### src/rtl/pc_hazard_ctrl_if.sv
// rtl/pc_hazard_ctrl_if.sv - ID/EX hazard inputs and PC / pipeline-register control outputs
// master drives the pipeline-side inputs; slave is the hazard controller.
interface pc_hazard_ctrl_if;
  logic [4:0]  id_rs;
  logic [4:0]  id_rt;
  logic        id_jump;
  logic [31:0] id_jump_target;
  logic [1:0]  id_fp_op;
  logic        ex_mem_read;
  logic [4:0]  ex_rt;
  logic        ex_branch_taken;
  logic [31:0] ex_branch_target;
  logic        pc_jump;
  logic        pc_src;
  logic        pc_write_enable;
  logic [31:0] pc_jump_address;
  logic [31:0] pc_branch_address;
  logic        ifid_write;
  logic        ifid_flush;
  logic        idex_flush;
  logic        idex_hold;
  logic        fp_busy;

  modport master (
    output id_rs, id_rt, id_jump, id_jump_target, id_fp_op,
           ex_mem_read, ex_rt, ex_branch_taken, ex_branch_target,
    input  pc_jump, pc_src, pc_write_enable, pc_jump_address, pc_branch_address,
           ifid_write, ifid_flush, idex_flush, idex_hold, fp_busy
  );

  modport slave (
    input  id_rs, id_rt, id_jump, id_jump_target, id_fp_op,
           ex_mem_read, ex_rt, ex_branch_taken, ex_branch_target,
    output pc_jump, pc_src, pc_write_enable, pc_jump_address, pc_branch_address,
           ifid_write, ifid_flush, idex_flush, idex_hold, fp_busy
  );
endinterface

### src/rtl/pc_hazard_ctrl.sv
// rtl/pc_hazard_ctrl.sv - PC redirect, load-use bubble and multi-cycle FP stall control
// Only the FSM state and the FP busy down-counter are registered; all outputs are combinational.
module pc_hazard_ctrl #(
  parameter int unsigned FP_ADD_LAT = 3,
  parameter int unsigned FP_MUL_LAT = 4,
  parameter int unsigned FP_DIV_LAT = 8
) (
  input logic            clk,
  input logic            reset,
  pc_hazard_ctrl_if.slave bus
);

  typedef enum logic {
    IDLE    = 1'b0,
    FP_BUSY = 1'b1
  } state_e;

  state_e     state_q, state_d;
  logic [3:0] cnt_q, cnt_d;
  logic [3:0] fp_lat;
  logic       load_use;

  always_comb begin
    fp_lat = 4'd1;
    case (bus.id_fp_op)
      2'b01:   fp_lat = 4'(FP_ADD_LAT);
      2'b10:   fp_lat = 4'(FP_MUL_LAT);
      2'b11:   fp_lat = 4'(FP_DIV_LAT);
      default: fp_lat = 4'd1;
    endcase
  end

  // r0 is hardwired zero, so a load targeting it can never create a dependency.
  assign load_use = bus.ex_mem_read && (bus.ex_rt != 5'd0) &&
                    ((bus.ex_rt == bus.id_rs) || (bus.ex_rt == bus.id_rt));

  assign bus.pc_jump_address   = bus.id_jump_target;
  assign bus.pc_branch_address = bus.ex_branch_target;

  always_ff @(posedge clk or posedge reset) begin
    if (reset) begin
      state_q <= IDLE;
      cnt_q   <= 4'd0;
    end else begin
      state_q <= state_d;
      cnt_q   <= cnt_d;
    end
  end

  always_comb begin
    state_d             = state_q;
    cnt_d               = cnt_q;
    bus.pc_jump         = 1'b0;
    bus.pc_src          = 1'b0;
    bus.pc_write_enable = 1'b1;
    bus.ifid_write      = 1'b1;
    bus.ifid_flush      = 1'b0;
    bus.idex_flush      = 1'b0;
    bus.idex_hold       = 1'b0;
    bus.fp_busy         = 1'b0;

    case (state_q)
      IDLE: begin
        if (bus.ex_branch_taken) begin
          bus.pc_src     = 1'b1;
          bus.ifid_flush = 1'b1;
          bus.idex_flush = 1'b1;
        end else if (bus.id_jump) begin
          bus.pc_jump    = 1'b1;
          bus.ifid_flush = 1'b1;
        end else if (load_use) begin
          bus.pc_write_enable = 1'b0;
          bus.ifid_write      = 1'b0;
          bus.idex_flush      = 1'b1;
        end else if ((bus.id_fp_op != 2'b00) && (fp_lat > 4'd1)) begin
          // The issue cycle itself counts toward latency, so busy spans LAT-1 cycles.
          state_d = FP_BUSY;
          cnt_d   = fp_lat - 4'd2;
        end
      end
      FP_BUSY: begin
        bus.pc_write_enable = 1'b0;
        bus.ifid_write      = 1'b0;
        bus.idex_hold       = 1'b1;
        bus.fp_busy         = 1'b1;
        if (cnt_q == 4'd0) begin
          state_d = IDLE;
        end else begin
          cnt_d = cnt_q - 4'd1;
        end
      end
      default: begin
        state_d = IDLE;
        cnt_d   = 4'd0;
      end
    endcase
  end

endmodule

### src/flat_wrapper.sv
// flat-port wrapper written by rule: the top's interface ports become plain ports
module pc_hazard_ctrl_flat 
#(
  parameter int unsigned FP_ADD_LAT = 3,
  parameter int unsigned FP_MUL_LAT = 4,
  parameter int unsigned FP_DIV_LAT = 8
)
  (clk, reset, bus_id_rs, bus_id_rt, bus_id_jump, bus_id_jump_target, bus_id_fp_op, bus_ex_mem_read, bus_ex_rt, bus_ex_branch_taken, bus_ex_branch_target, bus_pc_jump, bus_pc_src, bus_pc_write_enable, bus_pc_jump_address, bus_pc_branch_address, bus_ifid_write, bus_ifid_flush, bus_idex_flush, bus_idex_hold, bus_fp_busy);
  pc_hazard_ctrl_if bus_i ();
  input logic clk;
  input logic reset;
  input wire logic [$bits(bus_i.id_rs)-1:0] bus_id_rs;
  input wire logic [$bits(bus_i.id_rt)-1:0] bus_id_rt;
  input wire logic [$bits(bus_i.id_jump)-1:0] bus_id_jump;
  input wire logic [$bits(bus_i.id_jump_target)-1:0] bus_id_jump_target;
  input wire logic [$bits(bus_i.id_fp_op)-1:0] bus_id_fp_op;
  input wire logic [$bits(bus_i.ex_mem_read)-1:0] bus_ex_mem_read;
  input wire logic [$bits(bus_i.ex_rt)-1:0] bus_ex_rt;
  input wire logic [$bits(bus_i.ex_branch_taken)-1:0] bus_ex_branch_taken;
  input wire logic [$bits(bus_i.ex_branch_target)-1:0] bus_ex_branch_target;
  output wire logic [$bits(bus_i.pc_jump)-1:0] bus_pc_jump;
  output wire logic [$bits(bus_i.pc_src)-1:0] bus_pc_src;
  output wire logic [$bits(bus_i.pc_write_enable)-1:0] bus_pc_write_enable;
  output wire logic [$bits(bus_i.pc_jump_address)-1:0] bus_pc_jump_address;
  output wire logic [$bits(bus_i.pc_branch_address)-1:0] bus_pc_branch_address;
  output wire logic [$bits(bus_i.ifid_write)-1:0] bus_ifid_write;
  output wire logic [$bits(bus_i.ifid_flush)-1:0] bus_ifid_flush;
  output wire logic [$bits(bus_i.idex_flush)-1:0] bus_idex_flush;
  output wire logic [$bits(bus_i.idex_hold)-1:0] bus_idex_hold;
  output wire logic [$bits(bus_i.fp_busy)-1:0] bus_fp_busy;
  assign bus_i.id_rs = bus_id_rs;
  assign bus_i.id_rt = bus_id_rt;
  assign bus_i.id_jump = bus_id_jump;
  assign bus_i.id_jump_target = bus_id_jump_target;
  assign bus_i.id_fp_op = bus_id_fp_op;
  assign bus_i.ex_mem_read = bus_ex_mem_read;
  assign bus_i.ex_rt = bus_ex_rt;
  assign bus_i.ex_branch_taken = bus_ex_branch_taken;
  assign bus_i.ex_branch_target = bus_ex_branch_target;
  assign bus_pc_jump = bus_i.pc_jump;
  assign bus_pc_src = bus_i.pc_src;
  assign bus_pc_write_enable = bus_i.pc_write_enable;
  assign bus_pc_jump_address = bus_i.pc_jump_address;
  assign bus_pc_branch_address = bus_i.pc_branch_address;
  assign bus_ifid_write = bus_i.ifid_write;
  assign bus_ifid_flush = bus_i.ifid_flush;
  assign bus_idex_flush = bus_i.idex_flush;
  assign bus_idex_hold = bus_i.idex_hold;
  assign bus_fp_busy = bus_i.fp_busy;
  pc_hazard_ctrl #(.FP_ADD_LAT(FP_ADD_LAT), .FP_MUL_LAT(FP_MUL_LAT), .FP_DIV_LAT(FP_DIV_LAT)) u_core (.clk(clk), .reset(reset), .bus(bus_i));
endmodule
### config.mk
export PLATFORM = sky130hd
export DESIGN_NAME = pc_hazard_ctrl_flat
export DESIGN_NICKNAME = d
export VERILOG_FILES = /design/src/rtl/pc_hazard_ctrl_if.sv /design/src/rtl/pc_hazard_ctrl.sv /design/src/flat_wrapper.sv
export SDC_FILE = /design/constraint.sdc
export NUM_CORES = 1
export LEC_CHECK = 0
export BUFFER_PORTS_ARGS = -buffer_cell sky130_fd_sc_hd__buf_2
export CAP_MARGIN = 20
export CORE_AREA = 10 10 71 73
export DETAILED_ROUTE_END_ITERATION = 8
export DIE_AREA = 0 0 81 83
export PLACE_DENSITY = 0.88
export SETUP_SLACK_MARGIN = 0.15
export SYNTH_ARGS = -nofsm -noshare
export SYNTH_HDL_FRONTEND = slang
export SYNTH_SLANG_ARGS = --single-unit
### constraint.sdc
create_clock -name clk -period 2.1 [get_ports clk]
set_clock_uncertainty 0.2 [all_clocks]
set_input_delay 0.315 -clock clk [delete_from_list [all_inputs] [get_ports clk]]
set_output_delay 0.315 -clock clk [all_outputs]
set_load 0.05 [all_outputs]
After elaboration in Yosys (flattened, before gate mapping)
Cells that the tools add are included.
- register bits after elaboration: 5
- input bits: 86
- $add $sub $neg: 2
- magnitude comparators: 1
- equality and inequality tests: 10
- mux-type cells: 29
- bitwise gates (word level): 1
- reduce and logical (&&, ||, !) cells: 8
- operators by type and width (kind ; number):
    2-to-1 mux 1 bit ; 20
    2-to-1 mux 4 bit ; 5
    one-hot mux 4 bit (3 select lines) ; 1
    == test 5 bit ; 2
    != test 2 bit, second input constant ; 4
    one-hot mux 4 bit (2 select lines) ; 1
    AND reduction 5 bit ; 1
    nonzero test 5 bit ; 1
    == test 2 bit, second input constant ; 2
    greater-than comparator 4 x 1 -> 1 bit, second input constant ; 1
    zero test 4 bit ; 1
    one-hot mux 1 bit (2 select lines) ; 2
    subtractor 4 x 1 -> 4 bit, second input constant ; 1
    subtractor 4 x 2 -> 4 bit, second input constant ; 1
    logical AND 1 bit ; 3
    == test 2 x 1 -> 1 bit, second input constant ; 1
    != test 2 x 1 -> 1 bit, second input constant ; 1
    nonzero test 2 bit ; 1
    logical OR 1 bit ; 1
    NOT 1 bit ; 1

Logic depth before layout (Yosys ltp)
- word-level depth: 9
- depth in mapped cells: 6
- mapped depth without buffers: 6

Worst setup path before layout
Ideal clock, no wire load.
- kind: flip-flop to output port
- start point: reg u_core.state_q
- end point: out bus_pc_write_enable
- arrival: 2.091 ns
- required time: 1.585 ns
- setup slack: -0.506 ns
- cell stages (with the launch flop): 4
- buffers on the path: 2
- cell sequence: dfrtp_1 clkbuf_1 a41oi_1 buf_4
- longest elaborated chain between the ends: 2
- ends and longest elaborated chain (element ; RTL line ; RTL):
    start: declaration ; pc_hazard_ctrl.sv:18 ; state_e state_q, state_d;
    start signal: assignment ; pc_hazard_ctrl.sv:45 ; state_q <= state_d;
    NOT 1 bit ; -- ;
    one-hot mux 1 bit (2 select lines) (*) ; -- ;
    end: declaration ; flat_wrapper.sv:23 ; output wire logic [$bits(bus_i.pc_write_enable)-1:0] bus_pc_write_enable;
Mark *: on every way between the ends. The rest lies on a longest branch, timed or not.

Worst setup path in the final report
- start point: in bus_ex_rt[4]
- end point: out bus_idex_flush
- longest elaborated chain between the ends: 7
- elaborated cells between the ends (all ways): 10
- ends and longest elaborated chain (element ; RTL line ; RTL):
    start: declaration ; flat_wrapper.sv:18 ; input wire logic [$bits(bus_i.ex_rt)-1:0] bus_ex_rt;
    == test 5 bit or nonzero test 5 bit (tied branches) ; pc_hazard_ctrl.sv:35, pc_hazard_ctrl.sv:34 ;
    logical OR 1 bit or logical AND 1 bit (tied branches) ; pc_hazard_ctrl.sv:35, pc_hazard_ctrl.sv:34 ;
    logical AND 1 bit (*) ; pc_hazard_ctrl.sv:34 ; assign load_use = bus.ex_mem_read && (bus.ex_rt != 5'd0) &&
    2-to-1 mux 1 bit (*) ; pc_hazard_ctrl.sv:71 ; end else if (load_use) begin
    2-to-1 mux 1 bit (*) ; pc_hazard_ctrl.sv:68 ; end else if (bus.id_jump) begin
    2-to-1 mux 1 bit (*) ; pc_hazard_ctrl.sv:64 ; if (bus.ex_branch_taken) begin
    2-to-1 mux 1 bit (*) ; pc_hazard_ctrl.sv:62 ; case (state_q)
    end: declaration ; flat_wrapper.sv:28 ; output wire logic [$bits(bus_i.idex_flush)-1:0] bus_idex_flush;
Marked as above.

==> impl_metrics.py <==
metrics = {
    "synth": {
        "synth_area_mm2": 0.00106,
        "synth_nets": 223,
        "synth_cells": 132,
        "yosys_warnings": 0,
        "ys_seq_elements": 5,
        "yosysSeqAreaShare_pct": 11.8,
        "ys_types": 26,
        "postSynthAreaPerCell_um2": 8.02,
    },
    "die": {
        "die_y_um": 83,
        "rows": 22,
        "die-width_um": 81,
        "die_area_mm2": 0.00672,
        "fp.coreArea_mm2": 0.00363,
        "start_util_pct": 29.1,
        "io_pins": 158,
    },
    "timing": {
        "fin_crit_sh_pct": 91.4,
        "setup_viol": 0,
        "timing.final.crit_period_ns": 1.92,
        "fin_tns_setup_ns": 0,
        "max_freq_ghz": 0.521,
        "hold_violations": 0,
        "worst_pin_slew_ns": 0.255,
        "finalMaxSlewViolations": 0,
        "max-slew-margin-rel_pct": 82.9,
        "rsz0062_at_grt": "no",
    },
    "clock_tree": {
        "numCtsBuffers": 3,
        "cts_tree": "yes",
        "cts.path.max_buffers": 2,
        "postCtsSetupBuffers": 0,
        "clkSinkCount": 5,
        "htreeDepth": 1,
        "root_buffer": "clkbuf_8",
        "path_clk_slew_ns": 0.03,
        "clk_latency_ns": 0.22,
    },
    "final_layout": {
        "drive_above_1_share_pct": 50.0,
        "final_nets": 194,
        "n_antenna_cell": 0,
        "fin_area_um2": 941,
        "layout-area-overhead-vs-synth_pct": -11.1,
    },
    "global_route": {
        "grt_pass1_wl_um": 3360,
        "grt_overflow_total": 0,
        "grt_max_degree": 15,
        "antenna_found_initial": 0,
        "grt_pass1_vias": 729,
        "gr-usage-all-layers_pct": 6.27,
    },
    "power": {
        "p_leak_nw": 0.440,
        "power_density_mw_per_mm2": 1150,
        "ir_drop_uv": 278,
        "report.power.total_w": 0.00109,
    },
    "drt": {
        "ant_nets": 0,
        "first_pass_iters": 4,
        "wirelength_um": 2240,
        "drc": 0,
        "wl_per_cell_um": 14.9,
        "vias_per_cell": 4.30,
        "vias": 645,
        "first_iter_violations": 12,
    },
    "critical_path": {
        "crit_path_max_fanout": 3,
        "r2r-end": "u_core.cnt_q[2]",
        "reg2reg_slack_ns": 0.33,
        "critPathCaptureType": "output port",
        "start_kind": "input pin",
        "critPathKind": "in -> out",
        "crit_arrival_ns": 1.40,
        "cp.required_ns": 1.58,
        "r2r_cells": 4,
        "cp-startpoint": "bus_ex_rt[4]",
        "r2r-start": "u_core.state_q",
    },
    "worst_hold_path": {
        "hold_path_class": "in -> async",
    },
    "job": {
        "maxCapViolCount": 0,
    },
    "placement": {
        "dp_hpwl_um": 1850,
        "gp_congestion": 0.730,
        "post_dp_cell_area_um2": 812,
        "port_buffers": 29,
    },
    "status": {
        "outcome": "completed",
    },
}
==> state kept, by name (all words and copies together) (netlist names) <==
name and flops:
u_core.cnt_q 4, u_core.state_q 1
==> per-layer routing <==
layer,vias up,track usage (%),wire [µm],share of wire (%)
li1,296,-,-,-
met1,294,5.10,688,31
met2,35,9.87,1100,49
met3,20,3.66,313,14
met4,0,6.42,138,6.2
met5,-,0,0,0
==> logic make-up after synthesis <==
logic type	synth area share (%)
buf+inv	49.6
simple gates	10.6
compound gates	9.93
xor+xnor	9.10
fa+ha+maj	5.91
flops	11.8
mux	2.96
==> worst max-delay path, stage by stage <==
cell and delay, ns:
buf_2 0.14, xnor2_2 0.14, nand3_2 0.10, o22ai_2 0.18, nand3_1 0.11, nor2_1 0.11, o21ba_2 0.17, buf_8 0.14
==> stage by stage <==
| step | hold WS [ns] | util, % | setup WS, ns | std cells |
|---|---|---|---|---|
| 2_1_floorplan | -0.107 | - | 0.0774 | 132 |
| 3_3_place_gp | 0.0232 | 22.3 | 0.140 | 145 |
| 3_5_place_dp | 0.0265 | 22.3 | 0.113 | 145 |
| 4_1_cts | 0.344 | 23.9 | 0.166 | 150 |
| 5_1_grt | 0.371 | 25.9 | 0.101 | 150 |
| 6_report | 0.335 | 25.9 | 0.181 | 150 |
==> Yosys cell counts (all sizes together) <==
master | number | area share [%]
a41oi | 1 | 0.83
o22ai | 1 | 1.2
nor2b | 3 | 1.8
nor2 | 7 | 2.5
xnor2 | 11 | 9.1
inv | 7 | 2.5
o21ai | 2 | 0.95
nor3b | 1 | 0.71
clkbuf | 1 | 0.35
buf | 66 | 47
a2bb2oi | 1 | 1.4
nand3 | 4 | 1.9
o21ba | 2 | 1.9
dfrtp | 5 | 12
nor3 | 3 | 1.4
or4 | 1 | 0.71
nand2 | 4 | 1.7
ha | 5 | 5.9
mux2 | 1 | 1.1
o31ai | 1 | 0.71
a31o | 1 | 1.7
a21oi | 2 | 1.3
mux2i | 2 | 1.9
==> report_power, final <==
part	total [W]	internal [W]	leakage, nW	switching (W)
logic	0.000726	0.000281	0.361	0.000444
clock network	0.000176	0.000130	0.0228	0.0000460
registers	0.000184	0.000148	0.0563	0.0000362
total	0.00109	0.000559	0.440	0.000527
==> worst max-delay path by stage <==
| stage | to | slack, ns | cells past startpoint |
|---|---|---|---|
| 2_1_floorplan | bus_pc_src | 0.08 | 2 |
| 3_3_place_gp | bus_idex_flush | 0.14 | 8 |
| 3_5_place_dp | bus_idex_flush | 0.11 | 8 |
| 4_1_cts | bus_idex_flush | 0.17 | 8 |
| 5_1_grt | bus_idex_flush | 0.10 | 8 |
| 6_report | bus_idex_flush | 0.18 | 8 |
==> timing repair <==
| action | 4_1_cts | 5_1_grt |
|---|---|---|
| hold buffers | 1 | 0 |
| setup endpoints to repair | 1 | 3 |
| gates resized for setup | 1 | 13 |
| pin swaps | 0 | 15 |
| endpoints found under the hold margin | 5 | 0 |
==> cell type report <==
cell class / instances / area, µm²
multi-input cells: 53 / 474
clock buffers: 4 / 45.0
well taps: 48 / 60.1
repair buffers: 33 / 209
fillers: 403 / 2690
inverters: 7 / 26.3
flip-flops and latches: 5 / 126
==> cells in the final DEF, fill, tap and decap left out, drive strengths merged <==
master and count:
ha 5, nand2 4, clkbuf 4, nand3 4, xnor2 11, a2bb2oi 1
dlygate4sd3 1, inv 7, dfrtp 5, a41oi 1, o31ai 1, o22ai 1
buf 32, nor2 7, o21ai 2, a31o 1, nor3 3, or4 1
nor2b 3, mux2i 2, mux2 1, a21oi 2, nor3b 1, o21ba 2
Note: power is estimated with default switching activity, not from simulation.
